`config.mk`:
```
export PLATFORM = sky130hd
export DESIGN_NAME = traffic_sequencer
export DESIGN_NICKNAME = d
export VERILOG_FILES = /design/src/rtl/traffic_sequencer.sv
export SDC_FILE = /design/constraint.sdc
export NUM_CORES = 1
export LEC_CHECK = 0
export BUFFER_PORTS_ARGS = -buffer_cell sky130_fd_sc_hd__buf_2
export CELL_PAD_IN_SITES_DETAIL_PLACEMENT = 1
export CELL_PAD_IN_SITES_GLOBAL_PLACEMENT = 1
export CORE_MARGIN = 5
export CORE_UTILIZATION = 40
export CTS_BUF_LIST = sky130_fd_sc_hd__clkbuf_4 sky130_fd_sc_hd__clkbuf_8
export CTS_CLUSTER_SIZE = 20
export DETAILED_ROUTE_END_ITERATION = 8
export PLACE_DENSITY_LB_ADDON = 0.1
export SYNTH_ARGS = -nofsm -noshare
export SYNTH_HDL_FRONTEND = slang
export SYNTH_SLANG_ARGS = --single-unit
```
`constraint.sdc`:
```
create_clock -name clk -period 2 [get_ports clk]
set_input_delay 0.5 -clock clk [delete_from_list [all_inputs] [get_ports clk]]
set_output_delay 0.5 -clock clk [all_outputs]
set_load 0.01 [all_outputs]
```
`src/rtl/traffic_sequencer.sv`:
```
// Two-road traffic light sequencer with a latched pedestrian phase, advanced by a tick strobe.
// Outputs are registered; a state change appears one clk after the tick that expires the state.
module traffic_sequencer #(
    parameter int unsigned T_GREEN  = 10,
    parameter int unsigned T_YELLOW = 3,
    parameter int unsigned T_ALLRED = 1,
    parameter int unsigned T_PED    = 12
) (
    input  logic       clk,
    input  logic       rst,
    input  logic       tick,
    input  logic       hold,
    input  logic       ped_req,
    output logic [2:0] color,
    output logic       ped_pending,
    output logic [7:0] remain
);

    typedef enum logic [2:0] {
        S1 = 3'b000,
        S2 = 3'b001,
        S3 = 3'b010,
        S4 = 3'b011,
        S5 = 3'b100,
        S6 = 3'b101,
        S7 = 3'b110,
        S8 = 3'b111
    } state_t;

    // Durations are clamped to 1..255 so the counter can never load zero.
    localparam logic [7:0] D_GREEN  = (T_GREEN  == 0) ? 8'd1 : (T_GREEN  > 255) ? 8'd255 : 8'(T_GREEN);
    localparam logic [7:0] D_YELLOW = (T_YELLOW == 0) ? 8'd1 : (T_YELLOW > 255) ? 8'd255 : 8'(T_YELLOW);
    localparam logic [7:0] D_ALLRED = (T_ALLRED == 0) ? 8'd1 : (T_ALLRED > 255) ? 8'd255 : 8'(T_ALLRED);
    localparam logic [7:0] D_PED    = (T_PED    == 0) ? 8'd1 : (T_PED    > 255) ? 8'd255 : 8'(T_PED);

    function automatic logic [7:0] duration(input state_t s);
        case (s)
            S1, S3:     duration = D_GREEN;
            S2, S4, S6: duration = D_YELLOW;
            S5:         duration = D_PED;
            default:    duration = D_ALLRED;
        endcase
    endfunction

    state_t     state_q, state_d;
    logic [7:0] remain_q, remain_d;
    logic       ped_pending_q, ped_pending_d;

    always_comb begin
        state_d       = state_q;
        remain_d      = remain_q;
        ped_pending_d = ped_pending_q;

        if (ped_req && state_q != S5) begin
            ped_pending_d = 1'b1;
        end

        if (tick && !hold) begin
            if (remain_q > 8'd1) begin
                remain_d = remain_q - 8'd1;
            end else begin
                case (state_q)
                    S1:      state_d = S2;
                    S2:      state_d = S7;
                    S7:      state_d = (ped_pending_q || ped_req) ? S5 : S3;
                    S3:      state_d = S4;
                    S4:      state_d = S8;
                    S5:      state_d = S6;
                    S6:      state_d = S8;
                    default: state_d = S1;
                endcase
                remain_d = duration(state_d);
                // Entering the walk phase serves the request, even one arriving this very edge.
                if (state_d == S5) begin
                    ped_pending_d = 1'b0;
                end
            end
        end
    end

    always_ff @(posedge clk) begin
        if (rst) begin
            state_q       <= S1;
            remain_q      <= D_GREEN;
            ped_pending_q <= 1'b0;
        end else begin
            state_q       <= state_d;
            remain_q      <= remain_d;
            ped_pending_q <= ped_pending_d;
        end
    end

    assign color       = state_q;
    assign remain      = remain_q;
    assign ped_pending = ped_pending_q;

endmodule

```
==> out/results.ini, run 1 <==
[power]
ir_drop_v=0.000408
power.internal_uw=378
switching_power_uw=130
power.leakage_uw=0.000330
clock_power_share_pct=39.6
pwr_density_cell_mw_per_mm2=606
p_total_uw=508
netSwitchingFraction_pct=25.7
seqPwrFrac_pct=49.8
comb_power_share_pct=10.6

[global_routing]
grt_pass1_wl_um=3090
antenna_found_initial=0
grt_usage_pct=15.6
grt_pass1_vias=685
grt.overflow.total=0
grt_max_degree=12

[timing]
fin_crit_sh_pct=89.0
final_hold_viol_count=0
final_max_slew_viol_count=0
rsz0062_at_grt=false
fin_skew_ps=8.06
fmax_mhz=562
finalHoldWorstSlack_ps=516
fin_crit_ps=1780
tightest_slew_ps=434
setup-tns-final_ps=0
setup_violations=0
slew_headroom_pct=71.0

[clocking]
cts.clk_slew.worst_paths_ps=80
clock_latency_ps=290
cts_tree=built
numCtsBuffers=3
h-tree-depth=1
root_buffer=clkbuf_4
post-cts-setup-buffer-count=0
clockBufferDepth=2
cts_sinks=12
cts_resized=0
cts_hold_buf=0

[yosys]
synth_nets=87
synth_seq_cells=12
postSynthCellCount=80
synth.distinct_cells=32
synth-warning-count=0
ys_seq_area_share_pct=33.8
synth.cell_area_um2=711
synth.avg_cell_area_um2=8.88

[floorplanning]
start_util_pct=41.6
fp.dieH_um=52.2
core_area_mm2=0.00171
rows=15
die-area_mm2=0.00272
ioPinCount=17
die_width_um=52.2

[setup_path]
cp-end-kind=flip-flop
path_class=reg2reg
required_ps=2180
r2r_slack_ps=220
arrival_ps=1960
startpoint_type=flip-flop
crit_fanout=9

[routing]
route.vias.total=664
drtIter0Drc=4
via_per_inst=5.40
final_antenna_net_count=0
wl_um=1820
routedWlPerCell_um=14.8
first_pass_iters=4
drc=0

[place]
place_hpwl_um=1410
io_buffer_count=16
placed_cells=119
gp_congestion=0.783

[outcome]
status=finished, final reports clean

[finish]
most-common-layout-cells=buf_2, dfxtp_1, nand2_1
final_common_cell=buf_2
area_delta_synth_final_pct=18.0
final_layout_size_suffix_gt1_share_pct=28.6
nNetsFinal=106
stdcell_count=123
postLayoutCoreUtil_pct=49.1
n_antenna_cell=0

[worst_hold_path]
hold_path_class=in2reg

[job]
cap_viol_max_count=0

-- worst max-delay path: stages, from the launching register on --
cell and delay [ps]:
dfxtp_1 400, inv_1 80, ha_1 260, or2_1 290, and4_1 300, a221oi_2 270, nor2_1 70
-- layout make-up --
cell class,count,area [um^2]
fill,221,870
multi-input combinational,62,435
sequential,12,240
timing repair buffer,16,80.1
clock buffer,4,36.3
tap,25,31.3
inverter,4,15.0
-- Yosys cell counts --
cell type      count  area share [%]
a2111oi_1          1             1.4
a21oi_1            5             3.5
a221oi_2           1             2.1
a311oi_1           2             2.5
a31oi_1            1            0.88
and2b_4            1             1.4
and3_2             1             1.1
and4_1             1             1.2
buf_6              1             1.6
dfxtp_1           12              34
dlygate4sd1_1      1             1.2
ha_1               2             3.5
inv_1              4             2.1
nand2_1            7             3.7
nand2b_1           2             1.8
nand3_1            5             3.5
nand3b_1           4             4.2
nand4_1            2             1.8
nor2_1             5             2.6
nor2b_1            1            0.88
nor3_1             4             2.8
nor3_4             2             4.6
nor4b_4            1             3.3
o211ai_1           1             1.1
o21ai_0            3             2.1
o21bai_1           1             1.1
o221ai_1           1             1.2
o31ai_1            1             1.1
or2_1              1            0.88
or2_2              1            0.88
or3b_2             1             1.2
xor2_1             4             4.9
-- metrics by stage --
step / cell area (um^2) / setup slack (ps)
after CTS: 838 / 214
after global routing: 838 / 125
after global placement: 802 / 328
final: 838 / 220
after floorplan: 711 / 326
after detailed placement: 802 / 233
-- worst paths after layout --
| kind | startpoint | to | cells past startpoint |
|---|---|---|---|
| worst min register to register | color[1]$_SDFFE_PP0P_ | color[1]$_SDFFE_PP0P_ | 2 |
| worst max-delay path | remain[0]$_SDFFE_PP0P_ | remain[2]$_SDFFE_PP0P_ | 6 |
| worst max register to register | remain[0]$_SDFFE_PP0P_ | remain[2]$_SDFFE_PP0P_ | 6 |
| worst min-delay path | rst | color[0]$_SDFFE_PP0P_ | 2 |
-- layer usage --
| layer | global-route usage (%) | routed length [um] | vias to the layer above |
|---|---|---|---|
| met4 | 8.94 | 45 | 0 |
| li1 | - | - | 329 |
| met2 | 27.2 | 882 | 12 |
| met3 | 2.58 | 82 | 5 |
| met5 | 0 | 0 | - |
| met1 | 17.8 | 810 | 318 |
-- cell families after synthesis --
kind of cell    share of synthesized area (%)
fa+ha+maj                                3.52
compound gates                           16.9
buf+inv                                  4.93
xor+xnor                                 4.93
simple gates                             35.9
flops                                    33.8
-- state kept, by name (all words and copies together) (netlist names) --
name         count
color            3
ped_pending      1
remain           8
-- power by group through the flow --
stage	Combinational [uW]	Clock, uW	Sequential [uW]
after floorplan	31.2	0	260
after global placement	53.2	0	258
after detailed placement	54.2	0	259
after CTS	54.5	206	253
after global routing	59.9	220	254
final	54.0	201	253
(Power assumes the default switching activity.)
==> run 2: changes to the inputs <==
RECOVER_POWER = 100   (was not set)
==> run 2 against run 1 <==
Effect of this change: worst hold slack about the same; maximum frequency decreased by 1.4%; die area did not move; sequential cell count is the same; total power shrank 0.29%; register-to-register slack got worse by 30 ps; combinational power shrank 3%; count of clock-buffer cells in the layout did not move; design area fell by 1.9%; sequential share of layout area grew 0.57 points; routed wire length about the same.
==> out/results.ini, run 2 (synthesis gave the netlist of run 1 again) <==
[outcome]
status=finished, final reports clean

[global_routing]
antenna_found_initial=0
grt_usage_pct=15.6
grt_pass1_vias=685
grt.overflow.total=0
grt_pass1_wl_um=3090
grt_max_degree=12

[floorplanning]
start_util_pct=41.6
core_area_mm2=0.00171
rows=15
ioPinCount=17
fp.dieH_um=52.2
die-area_mm2=0.00272
die_width_um=52.2

[worst_hold_path]
hold_path_class=in2reg
min_from=rst
holdPathStages=2
hold_end=color[0]$_SDFFE_PP0P_

[clocking]
cts_hold_buf=0
clockBufferDepth=2
cts.clk_slew.worst_paths_ps=80
cts_sinks=12
post-cts-setup-buffer-count=0
h-tree-depth=1
cts_tree=built
clock_latency_ps=290
numCtsBuffers=3
cts_resized=0
root_buffer=clkbuf_4

[timing]
tightest_slew_ps=434
slew_headroom_pct=71.0
final_max_slew_viol_count=0
fmax_mhz=554
setup_violations=0
rsz0062_at_grt=false
setup-tns-final_ps=0
fin_skew_ps=8.17
fin_crit_sh_pct=90.3
final_hold_viol_count=0
fin_crit_ps=1810

[routing]
drtIter0Drc=4
wl_um=1820
route.vias.total=663
routedWlPerCell_um=14.8
first_pass_iters=4
final_antenna_net_count=0
drc=0
via_per_inst=5.39

[place]
gp_congestion=0.783
io_buffer_count=16
place_hpwl_um=1410

[setup_path]
path_cells=inv_1 -> ha_1 -> or2_0 -> and4_1 -> a221oi_2 -> nor2_1
cp-end-kind=flip-flop
reg2reg_from=remain[0]$_SDFFE_PP0P_
arrival_ps=1990
crit_fanout=9
max_stage_delay_ps=400
required_ps=2180
rr_worst_depth=6
startpoint_type=flip-flop
timing.rr.end=remain[2]$_SDFFE_PP0P_
r2r_slack_ps=190
cpMaxStageDelayCell=dfxtp_1
path_class=reg2reg

[finish]
area_delta_synth_final_pct=15.7
multi_input_area_um2=434
final_layout_size_suffix_gt1_share_pct=15.3
n_antenna_cell=0
largest_register_ffs=8
fillCellCount=228
nNetsFinal=106
most-common-layout-cells=dfxtp_1, clkbuf_1, nand2_1
regArea_um2=240

[power]
pwr_density_cell_mw_per_mm2=616
power.leakage_uw=0.000283
ir_drop_v=0.000398
p_total_uw=506

[job]
cap_viol_max_count=0

## run 2: critical path, delay by kind of cell, from the launching register on
kind / cells / cell delay, ps
AO/OA/AOI/OAI: 1 / 270
adder cells (fa/ha/maj): 1 / 260
buffers and inverters: 1 / 80
flip-flops: 1 / 400
AND/OR/NAND/NOR: 3 / 680
## run 2: layout make-up
class                      instances  share of cell area, %
inverter                           4                   1.83
timing repair buffer              16                   7.91
multi-input combinational         62                   52.8
clock buffer                       4                   4.41
tap                               25                   3.81
sequential                        12                   29.2
## run 2: power breakdown
group	total (uW)	switching, uW	internal, uW
registers	253	8.36	245
logic	52.3	32.2	20.1
clock network	201	89.9	111
total	506	130	376
## run 2: layer usage
metal	up-vias	part of all wire, %	GRT usage, %
met1	317	45	17.8
met3	5	4.3	2.58
met4	0	2.5	8.94
met2	12	48	27.2
li1	329	-	-
met5	-	0	0
## run 2: worst max path at each step
stage | to | start | depth (start not counted)
2_1_floorplan | remain[2]$_SDFFE_PP0P_ | remain[0]$_SDFFE_PP0P_ | 7
3_3_place_gp | remain[2]$_SDFFE_PP0P_ | remain[0]$_SDFFE_PP0P_ | 6
3_5_place_dp | remain[2]$_SDFFE_PP0P_ | remain[0]$_SDFFE_PP0P_ | 6
4_1_cts | remain[2]$_SDFFE_PP0P_ | remain[0]$_SDFFE_PP0P_ | 6
5_1_grt | remain[2]$_SDFFE_PP0P_ | remain[1]$_SDFFE_PP1P_ | 6
6_report | remain[2]$_SDFFE_PP0P_ | remain[0]$_SDFFE_PP0P_ | 6
## run 2: per-stage QoR
stage	hold slack, ps	worst slack, ps	util (%)	std cells	area, um^2
floorplan	542	326	-	80	711
global placement	524	328	47.0	119	802
detailed placement	549	233	47.0	119	802
CTS	516	214	49.1	123	838
global route	542	90.5	48.1	123	822
finish	516	194	48.1	123	822
==> run 3: changes to the inputs <==
ABC_AREA = 1   (was not set)
CORE_MARGIN = 2   (was 5)
CORE_UTILIZATION = 37   (was 40)
==> run 3 against run 2 <==
Effect of this change: clock power fell by 28%; worst hold slack got worse by 41 ps; die area down 13%; register-to-register slack improved by 320 ps; worst setup slack improved by 320 ps; maximum frequency increased by 21%; sequential power about the same; utilization fell by 3.6 points; critical path type unchanged; combinational power grew 12%; sequential cell count unchanged; non-clock buffer count is the same; total power is 10% lower.
==> out/results.ini, run 3 <==
[setup_path]
path_class=reg2reg
startpoint_type=flip-flop
timing.rr.end=remain[6]$_SDFFE_PP0P_
cp-end-kind=flip-flop
required_ps=2180
reg2reg_from=remain[0]$_SDFFE_PP0P_
rr_worst_depth=9
r2r_slack_ps=510
crit_fanout=9
arrival_ps=1670

[timing]
setup-tns-final_ps=0
final_hold_viol_count=0
rsz0062_at_grt=false
fmax_mhz=673
fin_crit_sh_pct=74.3
setup_slack_ps=513
slew_headroom_pct=78.9
final_max_slew_viol_count=0
fin_crit_ps=1490
tightest_slew_ps=317
setup_violations=0
fin_skew_ps=3.20

[yosys]
synth-compound-area-share_pct=12.4
synth.avg_cell_area_um2=6.49
synth-simple-area-share_pct=38.6
yosys-top-cells-count=nand2_1, inv_1, nor2_1
synthTopCellsByArea=dfxtp_1, nand2_1, inv_1
postSynthCellCount=114
synth-warning-count=0
synth_nets=121
synth_mux_area_share_pct=0
synth.cell_area_um2=739
synth_top_area_share_pct=32.5
ys_seq_area_share_pct=32.5
synth-main-ff-cell=dfxtp_1
synth.distinct_cells=21
synth_seq_cells=12
synth_fa_ha_area_share_pct=3.38
synthXorXnorAreaFrac_pct=2.37
synth_top_family_by_area=simple AND/OR/NAND/NOR gates
synth_edf_count=0
synth_top_area_cell=dfxtp_1
synth.most_common_cell=nand2_1
synthArstFlopShare_pct=0

[clocking]
clockBufferDepth=2
cts_tree=built
cts_sinks=12
root_buffer=clkbuf_4
post-cts-setup-buffer-count=0
numCtsBuffers=3
h-tree-depth=1
clock_latency_ps=260
cts_hold_buf=0
cts_resized=0
cts.clk_slew.worst_paths_ps=70

[routing]
drtIter0Drc=5
route.vias.total=770
via_per_inst=4.84
final_antenna_net_count=0
first_pass_iters=4
wl_um=1910
drc=0
routedWlPerCell_um=12.0

[finish]
area_delta_synth_final_pct=15.7
final_layout_size_suffix_gt1_share_pct=11.4
nNetsFinal=141
n_antenna_cell=0
most-common-layout-cells=nand2_1, inv_1, nor2_1
fillCellCount=288
final_common_cell=nand2_1
largest_register_ffs=8

[floorplanning]
fp.dieH_um=48.7
start_util_pct=38.5
core_area_mm2=0.00192
die_width_um=48.7
rows=16
ioPinCount=17
die-area_mm2=0.00237

[power]
power.leakage_uw=0.000361
ir_drop_v=0.000290
pwr_density_cell_mw_per_mm2=530

[worst_hold_path]
min_from=rst
hold_end=remain[2]$_SDFFE_PP0P_
holdPathStages=2
hold_path_class=in2reg

[global_routing]
grt.overflow.total=0
antenna_found_initial=0
grt_max_degree=10
grt_pass1_vias=736
grt_pass1_wl_um=3140
grt_usage_pct=16.9

[place]
post-place-ws_ps=453
io_buffer_count=16
gp_congestion=0.867
place_hpwl_um=1560

[outcome]
status=finished, final reports clean

[job]
cap_viol_max_count=0

==> run 3: cell types whose count changed after synthesis, moves of 3 or more <==
cell and change:
nand3b_1 -3, nor2_2 +3, nand3_1 +6, o21ai_0 +3, nand2_1 +13, xor2_1 -4
inv_1 +15, nor2_1 +10
==> run 3: cell type report <==
type / count / area (um^2) / area share [%]
inverter: 20 / 75.1 / 8.77
multi-input combinational: 81 / 419 / 49.0
sequential: 12 / 240 / 28.1
timing repair buffer: 16 / 65.1 / 7.60
clock buffer: 3 / 22.5 / 2.63
tap: 27 / 33.8 / 3.95
==> run 3: how the worst max path moves through the flow <==
stage / slack (ps) / depth (start not counted) / from / end
2_1_floorplan: 590 / 10 / remain[0]$_SDFFE_PP0P_ / color[0]$_SDFFE_PP0P_
3_3_place_gp: 500 / 9 / hold / remain[7]$_SDFFE_PP0P_
3_5_place_dp: 450 / 9 / hold / remain[7]$_SDFFE_PP0P_
4_1_cts: 490 / 9 / remain[0]$_SDFFE_PP0P_ / remain[6]$_SDFFE_PP0P_
5_1_grt: 330 / 9 / remain[0]$_SDFFE_PP0P_ / color[2]$_SDFFE_PP0P_
6_report: 510 / 9 / remain[0]$_SDFFE_PP0P_ / remain[6]$_SDFFE_PP0P_
==> run 3: cell families after synthesis <==
kind of cell    count (synthesis)
fa+ha+maj                       2
xor+xnor                        2
compound gates                 16
flops                          12
simple gates                   61
buf+inv                        21
==> run 3: metrics by stage <==
step           total power (uW)  area [um^2]  hold WS [ps]  instances  util (%)
3_5_place_dp                317          848           485        156      44.1
4_1_cts                     462          871           464        159      45.3
6_report                    453          856           475        159      44.5
5_1_grt                     476          856           478        159      44.5
2_1_floorplan               295          739           521        114         -
3_3_place_gp                315          848           476        156      44.1
==> run 3: metal layers <==
layer	vias up	track usage (%)	share of wire, %
met5	-	0	0
met4	0	5.71	0.52
met3	2	4.01	2.7
met2	10	31.5	49
met1	357	18.4	47
li1	401	-	-
==> run 3: power breakdown <==
part	switching (uW)	leakage [uW]	internal [uW]	total, uW
registers	5.82	0.0000976	245	251
logic	37.8	0.000250	20.8	58.7
clock network	74.5	0.0000138	69.5	144
==> run 3: worst max-delay path: stages, from the launching register on <==
cell and delay (ps):
dfxtp_1 370, inv_1 100, ha_1 250, inv_1 70, nand2_1 40, nand2_1 90
nor2_4 60, nand2_4 100, nand2_1 110, nor3b_1 210
